<file path="config.mk">
export PLATFORM = sky130hd
export DESIGN_NAME = mul_seq
export DESIGN_NICKNAME = d
export VERILOG_FILES = /design/src/rtl/mul_seq.sv
export SDC_FILE = /design/constraint.sdc
export NUM_CORES = 1
export LEC_CHECK = 0
export CELL_PAD_IN_SITES_DETAIL_PLACEMENT = 0
export CELL_PAD_IN_SITES_GLOBAL_PLACEMENT = 1
export CORE_ASPECT_RATIO = 0.8
export CORE_MARGIN = 8
export CORE_UTILIZATION = 40
export DETAILED_ROUTE_END_ITERATION = 8
export DONT_BUFFER_PORTS = 1
export PLACE_DENSITY_LB_ADDON = 0.25
export RECOVER_POWER = 50
export SETUP_SLACK_MARGIN = 0.1
export SLEW_MARGIN = 0
export SYNTH_ARGS = -nofsm -noshare
export SYNTH_HDL_FRONTEND = slang
export SYNTH_SLANG_ARGS = --single-unit
</file>
<file path="constraint.sdc">
create_clock -name clk -period 4 [get_ports clk]
set_input_delay 0.8 -clock clk [delete_from_list [all_inputs] [get_ports clk]]
set_output_delay 0.8 -clock clk [all_outputs]
set_load 0.01 [all_outputs]
</file>
<file path="src/rtl/mul_seq.sv">
// Iterative WIDTH x WIDTH multiplier, signed or unsigned per transaction, with valid/ready on both sides.
// Define MUL_SEQ_BOOTH4_EN for radix-4 Booth recoding (WIDTH must then be even); default is radix-2 shift-add.
module mul_seq #(
    parameter int WIDTH = 8
) (
    input  logic                 clk,
    input  logic                 rst,
    input  logic                 in_valid,
    output logic                 in_ready,
    input  logic [WIDTH-1:0]     a,
    input  logic [WIDTH-1:0]     b,
    input  logic                 sgn,
    output logic                 out_valid,
    input  logic                 out_ready,
    output logic [2*WIDTH-1:0]   z
);

    localparam int PW = 2 * WIDTH;
`ifdef MUL_SEQ_BOOTH4_EN
    localparam int BW = WIDTH + 2;
`else
    localparam int BW = WIDTH;
`endif
    localparam int CW = $clog2(WIDTH + 2) + 1;

    typedef enum logic [1:0] {IDLE, BUSY, DONE} state_t;

    state_t          r_state;
    logic [PW-1:0]   r_acc;
    logic [PW-1:0]   r_mcand;
    logic [BW-1:0]   r_mplier;
    logic            r_sgn;
    logic [CW-1:0]   r_cnt;
    logic [PW-1:0]   w_pp;
    logic [PW-1:0]   w_sum;
    logic [PW-1:0]   w_mcand_ext;
    logic [BW-1:0]   w_mplier_ext;
    logic [CW-1:0]   w_iter;
    logic            w_last;

    // The product is accumulated modulo 2^(2*WIDTH); the exact product always fits, so no overflow handling.
    assign w_mcand_ext = sgn ? {{WIDTH{a[WIDTH-1]}}, a} : {{WIDTH{1'b0}}, a};
    assign w_last      = (r_cnt == CW'(1));

`ifdef MUL_SEQ_BOOTH4_EN
    logic       r_bprev;
    logic [2:0] w_grp;
    logic       w_neg;

    generate
        if (WIDTH % 2 != 0) begin : g_width_check
            $error("mul_seq: WIDTH must be even when MUL_SEQ_BOOTH4_EN is defined");
        end
    endgenerate

    assign w_mplier_ext = sgn ? {{2{b[WIDTH-1]}}, b} : {2'b00, b};
    assign w_iter       = sgn ? CW'(WIDTH / 2) : CW'(WIDTH / 2 + 1);
    assign w_grp        = {r_mplier[1], r_mplier[0], r_bprev};

    always_comb begin
        w_pp  = '0;
        w_neg = 1'b0;
        case (w_grp)
            3'b001, 3'b010: w_pp = r_mcand;
            3'b011:         w_pp = r_mcand << 1;
            3'b100: begin
                w_pp  = r_mcand << 1;
                w_neg = 1'b1;
            end
            3'b101, 3'b110: begin
                w_pp  = r_mcand;
                w_neg = 1'b1;
            end
            default:        w_pp = '0;
        endcase
        w_sum = w_neg ? (r_acc - w_pp) : (r_acc + w_pp);
    end
`else
    assign w_mplier_ext = b;
    assign w_iter       = CW'(WIDTH);

    // In signed mode the top multiplier bit carries negative weight, so its partial product is subtracted.
    always_comb begin
        w_pp  = r_mplier[0] ? r_mcand : '0;
        w_sum = (r_sgn && w_last) ? (r_acc - w_pp) : (r_acc + w_pp);
    end
`endif

    always_ff @(posedge clk or posedge rst) begin
        if (rst) begin
            r_state   <= IDLE;
            in_ready  <= 1'b1;
            out_valid <= 1'b0;
            z         <= '0;
            r_acc     <= '0;
            r_mcand   <= '0;
            r_mplier  <= '0;
            r_sgn     <= 1'b0;
            r_cnt     <= '0;
`ifdef MUL_SEQ_BOOTH4_EN
            r_bprev   <= 1'b0;
`endif
        end else begin
            case (r_state)
                IDLE: begin
                    if (in_valid) begin
                        r_mcand  <= w_mcand_ext;
                        r_mplier <= w_mplier_ext;
                        r_sgn    <= sgn;
                        r_acc    <= '0;
                        r_cnt    <= w_iter;
`ifdef MUL_SEQ_BOOTH4_EN
                        r_bprev  <= 1'b0;
`endif
                        in_ready <= 1'b0;
                        r_state  <= BUSY;
                    end
                end
                BUSY: begin
                    r_acc <= w_sum;
                    r_cnt <= r_cnt - CW'(1);
`ifdef MUL_SEQ_BOOTH4_EN
                    r_mcand  <= r_mcand << 2;
                    r_mplier <= r_mplier >> 2;
                    r_bprev  <= r_mplier[1];
`else
                    r_mcand  <= r_mcand << 1;
                    r_mplier <= r_mplier >> 1;
`endif
                    if (w_last) begin
                        z         <= w_sum;
                        out_valid <= 1'b1;
                        r_state   <= DONE;
                    end
                end
                DONE: begin
                    if (out_ready) begin
                        out_valid <= 1'b0;
                        in_ready  <= 1'b1;
                        r_state   <= IDLE;
                    end
                end
                default: begin
                    out_valid <= 1'b0;
                    in_ready  <= 1'b1;
                    r_state   <= IDLE;
                end
            endcase
        end
    end

endmodule

</file>
==> results <==
- The flow ran to the end, but the final reports show violations.
- The checks that failed: max-capacitance violations, max-slew violations.
- The setup check on the worst reg-to-reg path leaves a slack of approximately 0.37 ns.
- The post-detailed-route wirelength per cell is ~17 um.
- The starting density of the core is roughly two fifths.
- The fraction of registers with async set/reset is between 90% and 100%.
- The proportion of synthesized area in mux cells is 1.17%.
- The synthesized instance count is approximately 420.
- The clock root buffer is sky130_fd_sc_hd__clkbuf_16.
- Counting the buffers created by CTS gives 9.
- The repair_antennas step left the layout with diodes totalling 0.
- The maximum clock frequency is ~280 MHz.
- The layout filler cell count is about 900.
- After synthesis the netlist holds a flip-flop and latch count of 66.
- At the end of the flow, the number of nets in the layout was between 400 and 500.
- In this run the tightest slew margin relative to its limit is -15.7%.
- The via count of the first global-routing pass is approximately 2800.
- The global-route wire length before repair is roughly 15000 um.
- The hold slack is about 0.48 ns.
- The worst hold path belongs to the class flop to flop.
- Buffers placed on the I/O ports in this run total 0.
- Data on the critical path arrives at its endpoint at about 3.8 ns.
- The count of standard-cell rows is 31.
- The detailed-route wire length is 8770 um.
- The HPWL after detailed placement is between 6000 and 7000 um.
- The longest clock path from root to sink contains 2 buffers.
- The critical setup path kind is flop to flop.
- The number of antenna violations at the first check in global routing was 0.
- The total area inside the core boundary comes to slightly above 0.009 mm2.
- The count of synthesis-stage warnings from yosys is 0.
- Across every metal layer, demand over resource in global routing totals ~14%.
- The dominant combinational cell family by area after synthesis is compound AO/OA/AOI/OAI gates.
- In the final timing run, aggregate negative setup slack is 0 ns.
- Before antenna repair, the detailed router went through 5 iterations.
- The kind of capture point of the worst setup path is a flop.
- Global routing finished with a remaining overflow of 0.
- The sequential fraction of the synthesis area is 44.0%.
- After clock tree synthesis, the flow added hold-fix buffers numbering 0.
- At the pin with the least slew margin, the transition time is roughly 1.7 ns.
- The final estimated routing congestion in global placement is approximately 0.85.
- The number of H-tree levels is 3.
- The max-slew violation count was 64.
- The count of nets left with antenna violations once routing finished came out at 0.
- After synthesis, the mean cell area works out to 9.03 um2.
- The layout-stage area growth over the synthesis result is 10.7%.
- The xor-xnor portion of the synthesized cell area is under 10%.
- The die is around 100 um tall.
- The dominant register cell in the synthesized netlist is sky130_fd_sc_hd__dfrtp_1.
- The maximum fanout along the worst path is 9.
- The category of the worst setup path launch point is a flop.
- Using the TritonRoute via totals, the vias-per-cell ratio works out to around 5.6.
- At the worst endpoint, the required time is around 4.2 ns.
- The synthesized netlist devotes 6.53% of its cell area to adder and majority cells.
- The iteration-0 DRC count of the detailed router is 179.
- The proportion of layout cells with a drive suffix above 1 is just over 8%.
- The count of pins on the block boundary is 39.
- Clock-pin slew was measured on the worst setup and hold paths at ~0.05 ns.
- The clock latency of the later-clocked register in the worst-skew pair is roughly 0.33 ns.
- On the final layout, the worst clock skew is approximately 0.0066 ns.
- The pin count of the biggest net entering global routing is 36.
- The share of the synthesized area in compound gates (AO/OA/AOI/OAI) is between 20% and 30%.
- The count of final hold-check violations is 0.
- Yosys mapped the design onto 57 distinct sky130hd cell types.
- The setup violation total in the final timing report is 0.
- The floorplan step defined a die boundary enclosing approximately 0.013 mm2.
- Summing over every cut layer, the via total after detailed routing is 2933.
- The shortest period the worst path allows is about 3.6 ns.
- The tool flagged a number of max-cap violations equal to 2.
- The number of nets in the synthesized netlist is approximately 460.
- Setup repair after global routing left no endpoint under its margin.
- The TritonCTS clock tree is done.
- The count of flip-flops with a built-in enable after synthesis is 0.
- The die boundary width is around 120 um.
- Of the total synthesized cell area, the portion taken by AND, OR, NAND and NOR gates is between 10% and 20%.
- The count of unresolved DRC violations after routing is 0.
- The synthesized design devotes to its leading area cell type about 43% of total area.
- Dividing the final minimum period by the clock period gives 90.7%.
- The tree built by TritonCTS fans out to 66 sinks.
- In this run the cell area of the synthesized design comes to around 0.0038 mm2.
- Summed over all instances, the cell type with the most area after synthesis is sky130_fd_sc_hd__dfrtp_1.
- Sorting the synthesized cells by area gives the leading types as sky130_fd_sc_hd__dfrtp_1 (43%), sky130_fd_sc_hd__nand2_1 (8.5%), sky130_fd_sc_hd__ha_1 (6.0%).
routing by layer:
layer | part of all wire, % | GRT usage [%] | up-vias | wire length [um]
li1 | - | - | 1469 | -
met1 | 49 | 18.5 | 1402 | 4300
met2 | 45 | 21.2 | 51 | 3950
met3 | 4.4 | 4.27 | 11 | 386
met4 | 1.5 | 5.45 | 0 | 130
met5 | 0 | 0 | - | 0
cells in the mapped netlist, types with 2 or more instances:
library cell / n
sky130_fd_sc_hd__nand2_1: 85
sky130_fd_sc_hd__dfrtp_1: 65
sky130_fd_sc_hd__o21ai_0: 28
sky130_fd_sc_hd__a22oi_1: 22
sky130_fd_sc_hd__a21oi_1: 20
sky130_fd_sc_hd__ha_1: 18
sky130_fd_sc_hd__nand3_1: 18
sky130_fd_sc_hd__nor2_1: 18
sky130_fd_sc_hd__clkbuf_1: 17
sky130_fd_sc_hd__o21ai_1: 13
sky130_fd_sc_hd__xor2_1: 13
sky130_fd_sc_hd__inv_1: 10
sky130_fd_sc_hd__xnor2_1: 10
sky130_fd_sc_hd__a21o_1: 5
sky130_fd_sc_hd__a31oi_1: 5
sky130_fd_sc_hd__nor3_1: 5
sky130_fd_sc_hd__nand2b_1: 4
sky130_fd_sc_hd__nand4_1: 4
sky130_fd_sc_hd__o21a_1: 4
sky130_fd_sc_hd__a22o_1: 3
sky130_fd_sc_hd__mux2_2: 3
sky130_fd_sc_hd__nor2b_1: 3
sky130_fd_sc_hd__o211ai_1: 3
sky130_fd_sc_hd__o31ai_1: 3
sky130_fd_sc_hd__a211oi_1: 2
sky130_fd_sc_hd__buf_1: 2
sky130_fd_sc_hd__nand3b_1: 2
sky130_fd_sc_hd__o21ai_2: 2
final timing paths:
path | startpoint | to | cells after the start
worst max-delay path | r_cnt[1] | z[12] | 14
worst min-delay path | r_mplier[2] | r_mplier[2] | 2
worst max register to register | r_cnt[1] | z[12] | 14
worst min register to register | r_mplier[2] | r_mplier[2] | 2
max in group asynchronous | rst | z[12] | 2
min in group asynchronous | rst | r_cnt[3] | 1
cell families (layout without fill, tap and decap cells):
| logic type | Yosys count | count (layout) |
|---|---|---|
| simple gates | 148 | 148 |
| compound gates | 125 | 125 |
| flops | 66 | 66 |
| buf+inv | 31 | 28 |
| xor+xnor | 23 | 23 |
| fa+ha+maj | 19 | 19 |
| mux | 4 | 4 |
through the flow:
stage,instance area [um2],worst slack (ns),cells,utilization (%)
2_1_floorplan,3760,0.412,416,-
3_3_place_gp,3850,0.442,514,42.4
3_5_place_dp,3850,0.312,514,42.4
4_1_cts,4160,0.294,528,45.8
5_1_grt,4160,0.113,528,45.8
6_report,4160,0.371,528,45.8
cell type report:
cell class                 count  area [um2]  area share [%]
inverter                      10        37.5           0.903
clock buffer                  11         243            5.84
multi-input combinational    319        1990            48.0
timing repair buffer           4        22.5           0.542
clock inverter                 3        65.1            1.56
sequential                    66        1650            39.7
tap                          115         144            3.46
registers in the layout, indices dropped and copies added (netlist names):
signal,flops
in_ready,1
out_valid,1
r_acc,16
r_cnt,5
r_mcand,16
r_mplier,8
r_sgn,1
r_state,2
z,16
cells in the final DEF, fill, tap and decap left out, types with 4 or more instances in the layout:
master                      instances
sky130_fd_sc_hd__a21o_1             5
sky130_fd_sc_hd__inv_1             10
sky130_fd_sc_hd__ha_1              18
sky130_fd_sc_hd__o21ai_1           13
sky130_fd_sc_hd__nor2_1            17
sky130_fd_sc_hd__nand3_1           18
sky130_fd_sc_hd__a31oi_1            5
sky130_fd_sc_hd__clkbuf_16          9
sky130_fd_sc_hd__a21oi_1           20
sky130_fd_sc_hd__nand2_1           85
sky130_fd_sc_hd__xnor2_1           10
sky130_fd_sc_hd__nand4_1            4
sky130_fd_sc_hd__xor2_1            13
sky130_fd_sc_hd__o21ai_0           28
sky130_fd_sc_hd__a22oi_1           22
sky130_fd_sc_hd__nor3_1             5
sky130_fd_sc_hd__o21a_1             4
sky130_fd_sc_hd__nand2b_1           4
sky130_fd_sc_hd__dfrtp_1           65
critical path: stages (launching register included):
cell and delay [ns]:
sky130_fd_sc_hd__dfrtp_1 0.40, sky130_fd_sc_hd__inv_1 0.10, sky130_fd_sc_hd__ha_1 0.16, sky130_fd_sc_hd__nor4b_4 0.34
sky130_fd_sc_hd__and2_2 0.32, sky130_fd_sc_hd__nor2_1 0.10, sky130_fd_sc_hd__xor2_1 0.25, sky130_fd_sc_hd__ha_1 0.32
sky130_fd_sc_hd__nor2b_1 0.16, sky130_fd_sc_hd__o21a_1 0.19, sky130_fd_sc_hd__o21ai_1 0.30, sky130_fd_sc_hd__a21oi_1 0.19
sky130_fd_sc_hd__a311o_1 0.36, sky130_fd_sc_hd__xnor2_1 0.20, sky130_fd_sc_hd__o21ai_1 0.10
timing repair:
item | CTS | global route
resized for setup | 0 | 2
buffers inserted | 0 | 0
setup endpoints to repair | 0 | 6
Power is left out: the tool's default activity adds up to more than one toggle a clock period on the data nets, which glitch-free logic cannot reach.
